### config.mk
export PLATFORM = sky130hd
export DESIGN_NAME = bf16_to_fp8_packer_flat
export DESIGN_NICKNAME = d
export VERILOG_FILES = /design/src/rtl/bf16_to_fp8_packer_if.sv /design/src/rtl/bf16_to_fp8_packer.sv /design/src/flat_wrapper.sv
export SDC_FILE = /design/constraint.sdc
export NUM_CORES = 1
export LEC_CHECK = 0
export ABC_AREA = 1
export CAP_MARGIN = 20
export CORE_ASPECT_RATIO = 0.5
export CORE_UTILIZATION = 35
export CTS_BUF_LIST = sky130_fd_sc_hd__clkbuf_4 sky130_fd_sc_hd__clkbuf_8
export CTS_CLUSTER_DIAMETER = 80
export DETAILED_ROUTE_END_ITERATION = 8
export SYNTH_ARGS = -nofsm -noshare
export SYNTH_HDL_FRONTEND = slang
export SYNTH_SLANG_ARGS = --single-unit
### constraint.sdc
create_clock -name clk -period 3 [get_ports clk]
set_clock_uncertainty 0.2 [all_clocks]
set_input_delay 0.6 -clock clk [delete_from_list [all_inputs] [get_ports clk]]
set_output_delay 0.6 -clock clk [all_outputs]
set_load 0.005 [all_outputs]
### src/rtl/bf16_to_fp8_packer_if.sv
// Streaming handshake bundle for the BF16 -> FP8 E4M3 packer.
// The master drives BF16 input values and the downstream ready; the slave is the packer.
interface bf16_to_fp8_packer_if;
    logic        in_valid;
    logic        in_ready;
    logic [15:0] in_data;
    logic        in_last;
    logic        out_valid;
    logic        out_ready;
    logic [31:0] out_data;
    logic [3:0]  out_keep;

    modport master (
        output in_valid, in_data, in_last, out_ready,
        input  in_ready, out_valid, out_data, out_keep
    );

    modport slave (
        input  in_valid, in_data, in_last, out_ready,
        output in_ready, out_valid, out_data, out_keep
    );
endinterface

### src/rtl/bf16_to_fp8_packer.sv
// Converts BF16 values to FP8 E4M3 (RNE) and packs four lanes per 32-bit output word.
// Define FP8_SAT_EN to saturate finite overflow to +/-0x77 instead of producing Inf.
module bf16_to_fp8_packer (
    input  logic                 clk,
    input  logic                 rst,
    bf16_to_fp8_packer_if.slave  bus,
    input  logic                 clear_flags,
    output logic                 ovf_flag,
    output logic                 unf_flag,
    output logic                 nan_flag
);

    // Returns {ovf, unf, nan, e4m3_byte}.
    function automatic logic [10:0] convert(input logic [15:0] v);
        logic              s;
        logic [7:0]        e;
        logic [6:0]        m;
        logic signed [9:0] tgt_exp;
        logic [3:0]        sh;
        logic [15:0]       sig;
        logic [15:0]       mask;
        logic [4:0]        kept;
        logic [4:0]        kept_r;
        logic              guard;
        logic              sticky;
        logic [11:0]       code;
        logic [10:0]       res;
        s = v[15];
        e = v[14:7];
        m = v[6:0];
        tgt_exp = $signed({2'b00, e}) - 10'sd120;
        // Subnormal targets shift further right; past 10 every bit is sticky anyway.
        if (tgt_exp >= 10'sd1) begin
            sh = 4'd4;
        end else if (tgt_exp <= -10'sd5) begin
            sh = 4'd10;
        end else begin
            sh = 4'(10'sd5 - tgt_exp);
        end
        sig    = {8'd0, 1'b1, m};
        mask   = (16'd1 << (sh - 4'd1)) - 16'd1;
        guard  = sig[sh - 4'd1];
        sticky = |(sig & mask);
        kept   = 5'(sig >> sh);
        kept_r = kept + {4'd0, guard & (sticky | kept[0])};
        // Adding the rounded significand onto the exponent field absorbs any carry-out.
        if (tgt_exp >= 10'sd1) begin
            code = {tgt_exp[8:0] - 9'd1, 3'b000} + {7'd0, kept_r};
        end else begin
            code = {7'd0, kept_r};
        end
        res = {3'b000, s, 7'h00};
        if (e == 8'hFF) begin
            if (m != 7'd0) begin
                res = {3'b001, 8'h7C};
            end else begin
                res = {3'b000, s, 7'h78};
            end
        end else if (e != 8'h00) begin
            if (code >= 12'h078) begin
`ifdef FP8_SAT_EN
                res = {3'b100, s, 7'h77};
`else
                res = {3'b100, s, 7'h78};
`endif
            end else if (code == 12'd0) begin
                res = {3'b010, s, 7'h00};
            end else begin
                res = {3'b000, s, code[6:0]};
            end
        end
        return res;
    endfunction

    logic [1:0]  lane_cnt_q, lane_cnt_d;
    logic [31:0] stage_q, stage_d;
    logic [31:0] out_data_q, out_data_d;
    logic [3:0]  out_keep_q, out_keep_d;
    logic        out_valid_q, out_valid_d;
    logic        ovf_q, ovf_d;
    logic        unf_q, unf_d;
    logic        nan_q, nan_d;
    logic        accept;
    logic        flush;
    logic [10:0] conv;
    logic [31:0] merged;
    logic [3:0]  keep_mask;

    assign bus.in_ready = !out_valid_q || bus.out_ready;

    always_comb begin
        conv        = convert(bus.in_data);
        accept      = bus.in_valid && bus.in_ready;
        flush       = accept && ((lane_cnt_q == 2'd3) || bus.in_last);
        merged      = stage_q;
        merged[{lane_cnt_q, 3'b000} +: 8] = conv[7:0];

        case (lane_cnt_q)
            2'd0:    keep_mask = 4'b0001;
            2'd1:    keep_mask = 4'b0011;
            2'd2:    keep_mask = 4'b0111;
            default: keep_mask = 4'b1111;
        endcase

        lane_cnt_d  = lane_cnt_q;
        stage_d     = stage_q;
        out_data_d  = out_data_q;
        out_keep_d  = out_keep_q;
        out_valid_d = out_valid_q;

        if (out_valid_q && bus.out_ready) begin
            out_valid_d = 1'b0;
        end

        // Staging is zeroed after every flush, so lanes above the counter are already 0.
        if (flush) begin
            out_data_d  = merged;
            out_keep_d  = keep_mask;
            out_valid_d = 1'b1;
            stage_d     = '0;
            lane_cnt_d  = 2'd0;
        end else if (accept) begin
            stage_d     = merged;
            lane_cnt_d  = lane_cnt_q + 2'd1;
        end

        ovf_d = (ovf_q && !clear_flags) || (accept && conv[10]);
        unf_d = (unf_q && !clear_flags) || (accept && conv[9]);
        nan_d = (nan_q && !clear_flags) || (accept && conv[8]);
    end

    always_ff @(posedge clk or posedge rst) begin
        if (rst) begin
            lane_cnt_q  <= '0;
            stage_q     <= '0;
            out_data_q  <= '0;
            out_keep_q  <= '0;
            out_valid_q <= 1'b0;
            ovf_q       <= 1'b0;
            unf_q       <= 1'b0;
            nan_q       <= 1'b0;
        end else begin
            lane_cnt_q  <= lane_cnt_d;
            stage_q     <= stage_d;
            out_data_q  <= out_data_d;
            out_keep_q  <= out_keep_d;
            out_valid_q <= out_valid_d;
            ovf_q       <= ovf_d;
            unf_q       <= unf_d;
            nan_q       <= nan_d;
        end
    end

    assign bus.out_valid = out_valid_q;
    assign bus.out_data  = out_data_q;
    assign bus.out_keep  = out_keep_q;
    assign ovf_flag      = ovf_q;
    assign unf_flag      = unf_q;
    assign nan_flag      = nan_q;

endmodule

### src/flat_wrapper.sv
// flat-port wrapper written by rule: the top's interface ports become plain ports
module bf16_to_fp8_packer_flat 
  (clk, rst, clear_flags, ovf_flag, unf_flag, nan_flag, bus_in_valid, bus_in_data, bus_in_last, bus_out_ready, bus_in_ready, bus_out_valid, bus_out_data, bus_out_keep);
  bf16_to_fp8_packer_if bus_i ();
  input  logic clk;
  input  logic rst;
  input  logic clear_flags;
  output logic ovf_flag;
  output logic unf_flag;
  output logic nan_flag;
  input wire logic [$bits(bus_i.in_valid)-1:0] bus_in_valid;
  input wire logic [$bits(bus_i.in_data)-1:0] bus_in_data;
  input wire logic [$bits(bus_i.in_last)-1:0] bus_in_last;
  input wire logic [$bits(bus_i.out_ready)-1:0] bus_out_ready;
  output wire logic [$bits(bus_i.in_ready)-1:0] bus_in_ready;
  output wire logic [$bits(bus_i.out_valid)-1:0] bus_out_valid;
  output wire logic [$bits(bus_i.out_data)-1:0] bus_out_data;
  output wire logic [$bits(bus_i.out_keep)-1:0] bus_out_keep;
  assign bus_i.in_valid = bus_in_valid;
  assign bus_i.in_data = bus_in_data;
  assign bus_i.in_last = bus_in_last;
  assign bus_i.out_ready = bus_out_ready;
  assign bus_in_ready = bus_i.in_ready;
  assign bus_out_valid = bus_i.out_valid;
  assign bus_out_data = bus_i.out_data;
  assign bus_out_keep = bus_i.out_keep;
  bf16_to_fp8_packer u_core (.clk(clk), .rst(rst), .bus(bus_i), .clear_flags(clear_flags), .ovf_flag(ovf_flag), .unf_flag(unf_flag), .nan_flag(nan_flag));
endmodule
# After elaboration in Yosys (flattened, before gate mapping)
# Cells that the tools add are included.
[totals]
ff_bits = 74
input_bits = 22
elab_cells = 73
[classes]
n_lt_le_gt_ge = 4
mux = 18
n_shift = 4
bitwise_logic = 3
add_sub_neg = 9
reduce_logical = 23
eq_ne = 4
[op_table]
columns = ["op", "n"]
rows = [
  ["$mux W32", 2],
  ["$mux W11", 3],
  ["$bwmux W32", 1],
  ["$shift A8 B7 Y32 const A", 1],
  ["$shiftx A8 B7 Y32", 1],
  ["$and A8 B16 Y16", 1],
  ["$reduce_or A16 Y1", 1],
  ["$shl A1 B4 Y16 const A", 1],
  ["$sub A16 B1 Y16 const B", 1],
  ["$add A12 B5 Y12", 1],
  ["$ge A12 B7 Y1 const B", 1],
  ["$logic_not A12 Y1", 1],
  ["$mux W12", 1],
  ["$pmux W4 S3", 1],
  ["$mux W10", 1],
  ["$ge A9 B2 Y1 const B", 1],
  ["$le A9 B4 Y1 const B", 1],
  ["$logic_and A1 B1 Y1", 9],
  ["$mux W9", 1],
  ["$sub A8 B7 Y9 const B", 1],
  ["$sub A9 B1 Y9 const B", 1],
  ["$eq A8 B8 Y1 const B", 1],
  ["$mux W4", 2],
  ["$reduce_bool A8 Y1", 1],
  ["19 further kinds", 29],
]

# Depth between registers and ports, before layout
# Gate-level depths: netlist (run 1).
[depth]
word_depth = 23
mapped_depth = 46
ltp_nobuf = 44

# Worst setup path after synthesis (run 1)
# No wires, ideal clock.
[synth_timing]
kind = "input port to flip-flop"
start = "input port bus_in_data[10]"
end = "register u_core.stage_q[12]"
required_time_ps = 2679
arrival_time_ps = 5063
path_slack_ps = -2384
stages = 40
path_buffers = 2
path_cell_list = "buf_2 > inv_1 > ha_1 > inv_1 > nor2_1 > nand2_1 > inv_1 > nand2_1 > nand2_1 > nand2_2 > buf_8 > nand3_4 > ha_1 > inv_1 > nand2_1 > nand2_2 > inv_2 > nand3_2 > [4 not listed] > nor2_2 > nand2_1 > nand2_1 > nand2_1 > ha_1 > a21oi_1 > or2_2 > nor2_1 > nand2_1 > o31ai_1 > o211ai_1 > nand2_1 > inv_1 > nor2_1 > inv_1 > o21ai_0 > o31ai_1 > a22o_1"
[synth_via]
elab_chain_len = 23
elab_cells_between_ends = 32
classes_between = "add/sub: 7; order compare: 3; eq/ne: 1; shift: 3; mux: 12; bitwise: 3; reduce/logical: 3"
[synth_lines]
columns = ["item", "line_no", "rtl"]
rows = [
  ["start: declaration", "flat_wrapper.sv:12", "input wire logic [$bits(bus_i.in_data)-1:0] bus_in_data;"],
  ["branches (longest 18 deep; another with $sub A16 B1 Y16)", "n/a", ""],
  ["$mux W11 *", "bf16_to_fp8_packer.sv:53", "if (e == 8'hFF) begin"],
  ["$shiftx A8 B7 Y32 *", "bf16_to_fp8_packer.sv:96", "merged[{lane_cnt_q, 3'b000} +: 8] = conv[7:0];"],
  ["$bwmux W32 *", "bf16_to_fp8_packer.sv:96", ""],
  ["$mux W32 *", "bf16_to_fp8_packer.sv:122", "end else if (accept) begin"],
  ["$mux W32 *", "bf16_to_fp8_packer.sv:116", "if (flush) begin"],
  ["end signal: assignment", "bf16_to_fp8_packer.sv:144", "stage_q <= stage_d;"],
  ["end: declaration", "bf16_to_fp8_packer.sv:76", "logic [31:0] stage_q, stage_d;"],
]
# Mark *: on every way between the ends. The select of a mux whose other input is x is not followed.
# A chain may end at the register's enable or synchronous reset.

# Worst setup path after layout (run 1)
[layout_timing]
start = "input port bus_in_data[11]"
end = "register u_core.stage_q[28]"
[layout_via]
elab_chain_len = 23
elab_cells_between_ends = 31
classes_between = "add/sub: 6; order compare: 3; eq/ne: 1; shift: 3; mux: 12; bitwise: 3; reduce/logical: 3"
[layout_lines]
columns = ["item", "line_no"]
rows = [
  ["branches (longest 18 deep; another with $sub A16 B1 Y16)", "n/a"],
  ["$mux W11 *", "bf16_to_fp8_packer.sv:53"],
  ["$shiftx A8 B7 Y32 *", "bf16_to_fp8_packer.sv:96"],
  ["$bwmux W32 *", "bf16_to_fp8_packer.sv:96"],
  ["$mux W32 *", "bf16_to_fp8_packer.sv:122"],
  ["$mux W32 *", "bf16_to_fp8_packer.sv:116"],
]
# Marks and branches as above.

==> results of run 1 <==
-- area by class of cell --
class                      instances  share of cell area
multi-input combinational        539              0.4249
inverter                          91             0.04540
tap                              192             0.03006
clock inverter                     6             0.01127
clock buffer                       9             0.01550
timing repair buffer             223              0.2411
sequential                        74              0.2317
-- Yosys cell counts (5+ instances only) --
cell / n
a21oi_1: 9
nand3_1: 41
nand2_1: 290
xor2_1: 5
nor2_1: 45
o21ai_0: 30
nand2_2: 13
ha_1: 25
dfrtp_1: 74
buf_2: 6
nor2_4: 5
clkbuf_1: 11
o21ai_1: 5
nand4_1: 10
inv_1: 86
o22ai_1: 13
-- placed cells by master, fill, tap and decap left out, types with 7 or more instances in the layout --
| master | synthesis | routed |
|---|---|---|
| nor2_1 | 45 | 31 |
| buf_4 | 1 | 138 |
| ha_1 | 25 | 15 |
| nand3_2 | 4 | 15 |
| nand3_4 | 2 | 7 |
| nor2_2 | 4 | 8 |
| clkdlybuf4s50_1 | 0 | 54 |
| clkbuf_8 | 0 | 9 |
| nand4_1 | 10 | 10 |
| inv_2 | 4 | 15 |
| nand2_2 | 13 | 37 |
| nand2_4 | 4 | 13 |
| o21ai_0 | 30 | 11 |
| nand2_1 | 290 | 256 |
| a21oi_1 | 9 | 8 |
| nand3_1 | 41 | 25 |
| buf_6 | 0 | 22 |
| ha_4 | 0 | 7 |
| nor2_4 | 5 | 15 |
| o21ai_1 | 5 | 18 |
| inv_1 | 86 | 68 |
| inv_4 | 1 | 7 |
| dfrtp_1 | 74 | 74 |
-- kinds of logic (layout without fill, tap and decap cells) --
logic type / count (synthesis) / count (layout) / synth area share
DFF: 74 / 74 / 0.3674
and+or+nand+nor: 430 / 430 / 0.3766
adders and majority gates: 26 / 26 / 0.06604
xor gates and xnor gates: 6 / 6 / 0.01043
AOI/OAI and AO/OA: 77 / 77 / 0.09260
buffers and inverters: 110 / 329 / 0.08689
-- worst paths after layout --
check | cells past startpoint | start | slack, ns | endpoint
max | 39 | bus_in_data[11] | -2.10 | u_core.stage_q[28]
min | 1 | u_core.bus.out_keep[0] | 0.28 | u_core.bus.out_keep[0]
max reg2reg | 7 | u_core.lane_cnt_q[0] | 0.35 | u_core.stage_q[7]
min reg2reg | 1 | u_core.bus.out_keep[0] | 0.28 | u_core.bus.out_keep[0]
max in group asynchronous | 3 | rst | 1.55 | u_core.bus.out_keep[1]
min in group asynchronous | 2 | rst | 0.42 | u_core.stage_q[4]
-- report_power, final --
part           switching (mW)  internal [mW]  total [mW]
registers              0.0542           1.09        1.14
clock network           0.386          0.468       0.854
logic                   0.771          0.627        1.40
total                    1.21           2.19        3.40
-- layer usage --
metal / share of wire / routed length, um
met1: 0.49 / 7335
met5: 0 / 0
met2: 0.46 / 6924
met3: 0.031 / 464
met4: 0.026 / 389
-- worst max-delay path: cells and delay by family --
family | cells | cell delay (ns)
adder cells (fa/ha/maj) | 4 | 0.94
AO/OA/AOI/OAI | 6 | 0.76
buffers and inverters | 9 | 0.83
AND/OR/NAND/NOR | 20 | 2.01
-- timing repair --
item                                    4_1_cts  5_1_grt
resized for setup                            97       99
setup buffers                                32       16
endpoints found under the setup margin       58       59
pin swaps                                    57       73
-- registers in the layout, indices dropped and copies added, names as in the netlist --
signal,cells
u_core.ovf_flag,1
u_core.bus.out_data,32
u_core.lane_cnt_q,2
u_core.stage_q,32
u_core.bus.out_keep,4
u_core.nan_flag,1
u_core.unf_flag,1
u_core.bus.out_valid,1
==> impl_metrics.toml, run 1 <==
[worst_setup_path]
critical_path_class = "input port to flop"
critPathCaptureType = "flop"
required_ns = 3.04
start_kind = "input port"
cp_slowest_cell = "ha_4"
critical_path.max_stage_delay_ns = 0.28
path_max_fanout = 4
arrival_ns = 5.14

[placed_design]
dp_hpwl_um = 10640
post-place-ws_ns = -2.865
dpl_cell_area_um2 = 6822
gp_congestion = 0.9194
placedCellCount = 1073
io_buffers = 62

[yosys]
synth_area_leader_cell = "dfrtp_1"
synth_top_area_frac = 0.3674
synth_edf_count = 0
ys_async_sr_fraction = 1.000
yosysWarnings = 0
synth_flop_cell = "dfrtp_1"
synth_area_per_cell_um2 = 6.971
synth_area_leaders = "dfrtp_1 (37%), nand2_1 (22%), inv_1 (6.4%)"
syn_area_um2 = 5040
ys_seq_area_frac = 0.3674
syn-num-nets = 771
ys_types = 45
ys_ff_latch = 74
netlist_instances = 723

[global_routing]
first_global_vias = 5246
overflow = 0
grtUsageMet2 = 0.3393
gr-usage-all-layers = 0.2103
antenna_found_initial = 0
grt_pass1_wl_um = 25120
grt.busiest_layer = "met2"
grt_max_degree = 36
grt_use_met3 = 0.02681
grt_use_met1 = 0.2907

[sta]
relSlewSlack = 0.5853
rsz0062_at_grt = "true"
fin_crit_ns = 5.103
hold_violations = 0
setup_viol = 58
max_clock_freq_ghz = 0.1959
worst_slack_ns = -2.103
tns_ns = -115.75
drv_slew = 0
worst_pin_slew_ns = 0.6172
hold_slack_ns = 0.2771
period_share = 1.701

[status]
violations = "setup timing"
status = "finished, violations left"

[floorplan]
die_h_um = 86.85
die_area_um2 = 14910
rows = 30
io_pins = 63
core_um2 = 13810
die_x_um = 171.7
start_util = 0.3649

[pwr]
ir_drop_mv = 0.2363
power.leakage_nw = 3.977
power_density_nw_per_um2 = 425.1
total_power_mw = 3.397

[drt]
via_count = 5365
drtPass1Iterations = 5
via_per_inst = 4.731
drc_errors = 0
routed_wirelength_um = 15110
antenna_left = 0
drtIter0Drc = 275
wire_per_inst_um = 13.33

[final_layout]
final_net_count = 986
fin_area_um2 = 7991
fin_cells = 1134
n_antenna_cell = 0
drive_gt1_frac = 0.3662
syn_to_final_growth_pct = 58.56
fill_cells = 1279
multi_input_area_um2 = 3396
seq_area_um2 = 1852
utilization = 0.5785

[clock_tree]
root_buffer = "clkbuf_8"
cts_max_path_buffers = 2
cts-htree-levels = 3
cts_tree = "done"
clk_pin_slew_ns = 0.07
cts_hold_buf = 0
insertion_delay_ns = 0.35
cts_made_buffers = 9
clock-sinks = 74

[hold_path]
min_path_type = "flop to flop"

[flow_run]
drv_cap = 0
Note: power is estimated with default switching activity, not from simulation.
==> run 2, diff against run 1 <==
--- a/config.mk
+++ b/config.mk
@@ -12,6 +12,7 @@
 export CTS_BUF_LIST = sky130_fd_sc_hd__clkbuf_4 sky130_fd_sc_hd__clkbuf_8
 export CTS_CLUSTER_DIAMETER = 80
 export DETAILED_ROUTE_END_ITERATION = 8
+export PLACE_DENSITY = 0.62
 export SYNTH_ARGS = -nofsm -noshare
 export SYNTH_HDL_FRONTEND = slang
 export SYNTH_SLANG_ARGS = --single-unit
==> impl_metrics.toml, run 2 (synthesized netlist as in run 1, its figures left out) <==
[hold_path]
min_path_type = "flop to flop"

[sta]
period_share = 1.646
worst_slack_ns = -1.939
drv_slew = 0
hold_violations = 0
rsz0062_at_grt = "true"
hold_slack_ns = 0.2705
tns_ns = -106.16
setup_viol = 58
max_clock_freq_ghz = 0.2025
fin_crit_ns = 4.939
worst_pin_slew_ns = 0.5892
relSlewSlack = 0.6021

[final_layout]
drive_gt1_frac = 0.3504
layout_commonest_cell = "nand2_1"
fill_cells = 1310
final_cell_mix = "nand2_1 (258), buf_4 (124), dfrtp_1 (74)"
multi_input_area_um2 = 3403
n_antenna_cell = 0
final_net_count = 962
syn_to_final_growth_pct = 54.00
fin_cells = 1111
seq_area_um2 = 1852

[global_routing]
antenna_found_initial = 0
gr-usage-all-layers = 0.2014
grt_pass1_wl_um = 23920
first_global_vias = 5042
grt_max_degree = 75
overflow = 0

[floorplan]
core_um2 = 13810
die_h_um = 86.85
start_util = 0.3649
io_pins = 63
rows = 30
die_area_um2 = 14910
die_x_um = 171.7

[worst_setup_path]
arrival_ns = 5.03
crit_family = "simple AND/OR/NAND/NOR gates"
cp_slowest_cell = "fa_2"
path_max_fanout = 5
critical_path_class = "input port to flop"
required_ns = 3.09
start_kind = "input port"
critPathCaptureType = "flop"
critical_path.max_stage_delay_ns = 0.34
worst-path-buf-inv = 8

[drt]
via_per_inst = 4.704
drtPass1Iterations = 5
antenna_left = 0
drtIter0Drc = 240
wire_per_inst_um = 13.10
drc_errors = 0
routed_wirelength_um = 14560
via_count = 5226

[clock_tree]
clock-sinks = 74
cts_max_path_buffers = 2
cts_hold_buf = 0
clk_pin_slew_ns = 0.08
insertion_delay_ns = 0.35
cts_tree = "done"
cts_made_buffers = 9
root_buffer = "clkbuf_8"
cts-htree-levels = 3

[placed_design]
gp_congestion = 0.8990
dp_hpwl_um = 10370
io_buffers = 62
placedCellCount = 1069

[status]
status = "finished, violations left"
violations = "setup timing"

[pwr]
total_power_mw = 3.324
power_density_nw_per_um2 = 428.3
ir_drop_mv = 0.1980
power.leakage_nw = 3.859

[flow_run]
drv_cap = 0
run 2: changes by cell type in the layout (fill, tap and decap cells not counted), moves of 5 or more:
cell / before / now
buf_4: 138 / 124
buf_6: 22 / 13
inv_2: 15 / 20
inv_4: 7 / 2
o21ai_1: 18 / 13
o21ai_2: 6 / 11
run 2: cell type report:
| cell class | instances | share of cell area |
|---|---|---|
| Clock inverter | 4 | 0.006610 |
| Tap cell | 192 | 0.03095 |
| Clock buffer | 12 | 0.01967 |
| Inverter | 91 | 0.04514 |
| Timing Repair Buffer | 199 | 0.2205 |
| Multi-Input combinational cell | 539 | 0.4385 |
| Sequential cell | 74 | 0.2386 |
run 2: through the flow:
step | utilization | area (um2) | setup slack [ns]
finish | 0.5619 | 7761 | -1.939
global route | 0.5619 | 7761 | -2.310
CTS | 0.5345 | 7383 | -1.944
detailed placement | 0.4917 | 6792 | -2.796
global placement | 0.4917 | 6792 | -2.689
floorplan | - | 5160 | -2.024
run 2: per-layer routing:
| layer | track usage | up-vias | routed length (um) |
|---|---|---|---|
| met1 | 0.2819 | 2445 | 7106 |
| met5 | 0 | - | 0 |
| li1 | - | 2663 | - |
| met2 | 0.3272 | 100 | 6778 |
| met4 | 0.04627 | 0 | 157 |
| met3 | 0.03135 | 18 | 512 |
run 2: worst paths after layout:
check                                        from  cells past startpoint  slack, ns                endpoint
max                               bus_in_data[11]                     42      -1.94  u_core.bus.out_data[8]
min                        u_core.bus.out_keep[0]                      1       0.27  u_core.bus.out_keep[0]
max reg2reg                  u_core.lane_cnt_q[0]                      8       0.55      u_core.stage_q[23]
min reg2reg                u_core.bus.out_keep[0]                      1       0.27  u_core.bus.out_keep[0]
max in group asynchronous                     rst                      3       1.83  u_core.bus.out_data[2]
min in group asynchronous                     rst                      3       0.44  u_core.bus.out_keep[0]
run 2: what timing repair did:
action | in CTS | in global routing
buffers inserted | 16 | 12
endpoints found under the setup margin | 58 | 58
gates resized for setup | 100 | 79
pin swaps | 61 | 65
run 2: power breakdown:
group | internal (mW) | switching [mW]
Clock | 0.426 | 0.374
Combinational | 0.614 | 0.768
Sequential | 1.09 | 0.0512
==> run 3, diff against run 2 <==
--- a/config.mk
+++ b/config.mk
@@ -7,12 +7,14 @@
 export LEC_CHECK = 0
 export ABC_AREA = 1
 export CAP_MARGIN = 20
+export CELL_PAD_IN_SITES_DETAIL_PLACEMENT = 1
+export CELL_PAD_IN_SITES_GLOBAL_PLACEMENT = 1
 export CORE_ASPECT_RATIO = 0.5
 export CORE_UTILIZATION = 35
 export CTS_BUF_LIST = sky130_fd_sc_hd__clkbuf_4 sky130_fd_sc_hd__clkbuf_8
 export CTS_CLUSTER_DIAMETER = 80
 export DETAILED_ROUTE_END_ITERATION = 8
-export PLACE_DENSITY = 0.62
+export PLACE_DENSITY = 0.78
 export SYNTH_ARGS = -nofsm -noshare
 export SYNTH_HDL_FRONTEND = slang
 export SYNTH_SLANG_ARGS = --single-unit
==> impl_metrics.toml, run 3 (synthesized netlist as in run 1, its figures left out) <==
[status]
status = "finished, violations left"
violations = "setup timing"

[pwr]
total_power_mw = 3.268
power.leakage_nw = 3.806
power_density_nw_per_um2 = 427.9
ir_drop_mv = 0.2483

[final_layout]
drive_gt1_frac = 0.3279
final_net_count = 957
fin_cells = 1104
utilization = 0.5528
final_cell_mix = "nand2_1 (263), buf_4 (114), dfrtp_1 (74)"
fill_cells = 1747
layout_commonest_cell = "nand2_1"
fin_area_um2 = 7636
syn_to_final_growth_pct = 51.51
n_antenna_cell = 0

[worst_setup_path]
arrival_ns = 5.45
critical_path.max_stage_delay_ns = 0.38
cp_slowest_cell = "fa_2"
required_ns = 3.10
worstRegToRegCells = 8
r2r_end = "u_core.stage_q[23]"
critPathCaptureType = "flop"
start_kind = "input port"
cp_common_cell = "nand2_1"
regToRegStartpoint = "u_core.lane_cnt_q[0]"
path_max_fanout = 8
critical_path_class = "input port to flop"
regToRegSetupSlack_ns = 0.09

[sta]
hold_slack_ns = 0.2765
max_clock_freq_ghz = 0.1869
drv_slew = 0
tns_ns = -127.54
relSlewSlack = 0.4141
rsz0062_at_grt = "true"
fin_crit_ns = 5.350
worst_slack_ns = -2.350
worst_pin_slew_ns = 0.8721
setup_viol = 58
hold_violations = 0
period_share = 1.783

[clock_tree]
cts_hold_buf = 0
cts-htree-levels = 3
clk_pin_slew_ns = 0.07
cts_max_path_buffers = 2
cts_tree = "done"
root_buffer = "clkbuf_8"
clock-sinks = 74
cts_made_buffers = 9
insertion_delay_ns = 0.36

[drt]
via_per_inst = 4.996
wire_per_inst_um = 16.88
drtIter0Drc = 267
drtPass1Iterations = 4
via_count = 5516
drc_errors = 0
routed_wirelength_um = 18640
antenna_left = 0

[global_routing]
gr-usage-all-layers = 0.2499
grt_max_degree = 75
first_global_vias = 5760
overflow = 0
grtUsageMet2 = 0.4409
grt_use_met1 = 0.3215
grt_pass1_wl_um = 29090
grt_use_met3 = 0.03180
grt.busiest_layer = "met2"
antenna_found_initial = 0

[floorplan]
die_h_um = 86.85
die_x_um = 171.7
io_pins = 63
die_area_um2 = 14910
start_util = 0.3649
core_um2 = 13810
rows = 30

[placed_design]
post-place-ws_ns = -3.057
io_buffers = 62
placedCellCount = 1074
gp_congestion = 0.8901
dpl_cell_area_um2 = 6829
dp_hpwl_um = 13000

[flow_run]
drv_cap = 0

[hold_path]
holdCritStartpoint = "u_core.bus.out_keep[0]"
min_path_type = "flop to flop"
holdPathEnd = "u_core.bus.out_keep[0]"
min_path_cells = 1
run 3: per-layer routing:
layer	vias to the layer above	wire length, um
met4	0	371
met5	-	0
met3	30	497
met1	2744	8470
met2	91	9301
li1	2651	-
run 3: layout make-up:
cell class	instances	area (um2)	area share
clock buffer	11	145.1	0.01901
timing repair buffer	194	1689	0.2212
tap	192	240.2	0.03146
inverter	91	350.3	0.04588
sequential	74	1852	0.2425
clock inverter	3	17.52	0.002294
multi-input combinational	539	3342	0.4377
run 3: critical path, delay by kind of cell:
family          cells  cell delay [ns]
simple gates       28             2.70
compound gates      2             0.33
buf+inv            12             0.96
fa+ha+maj           3             0.82
run 3: how the worst max path moves through the flow:
stage | start | endpoint | slack, ns
finish | bus_in_data[11] | u_core.stage_q[9] | -2.35
global route | bus_in_data[11] | u_core.stage_q[9] | -2.68
CTS | bus_in_data[11] | u_core.bus.out_data[17] | -2.18
detailed placement | bus_in_data[10] | u_core.bus.out_data[24] | -3.06
global placement | bus_in_data[8] | u_core.stage_q[0] | -2.81
floorplan | bus_in_data[8] | u_core.stage_q[25] | -2.02
run 3: where the power goes:
part / switching (mW) / internal (mW) / total, mW
logic: 0.824 / 0.607 / 1.43
registers: 0.0544 / 1.09 / 1.15
clock network: 0.371 / 0.320 / 0.692
run 3: what timing repair did:
| item | CTS | global route |
|---|---|---|
| gates resized for setup | 108 | 53 |
| cloned | 0 | 0 |
| pin swaps | 59 | 55 |
| setup endpoints to repair | 58 | 58 |
| buffers inserted | 11 | 6 |
| endpoints found under the hold margin | 0 | 0 |
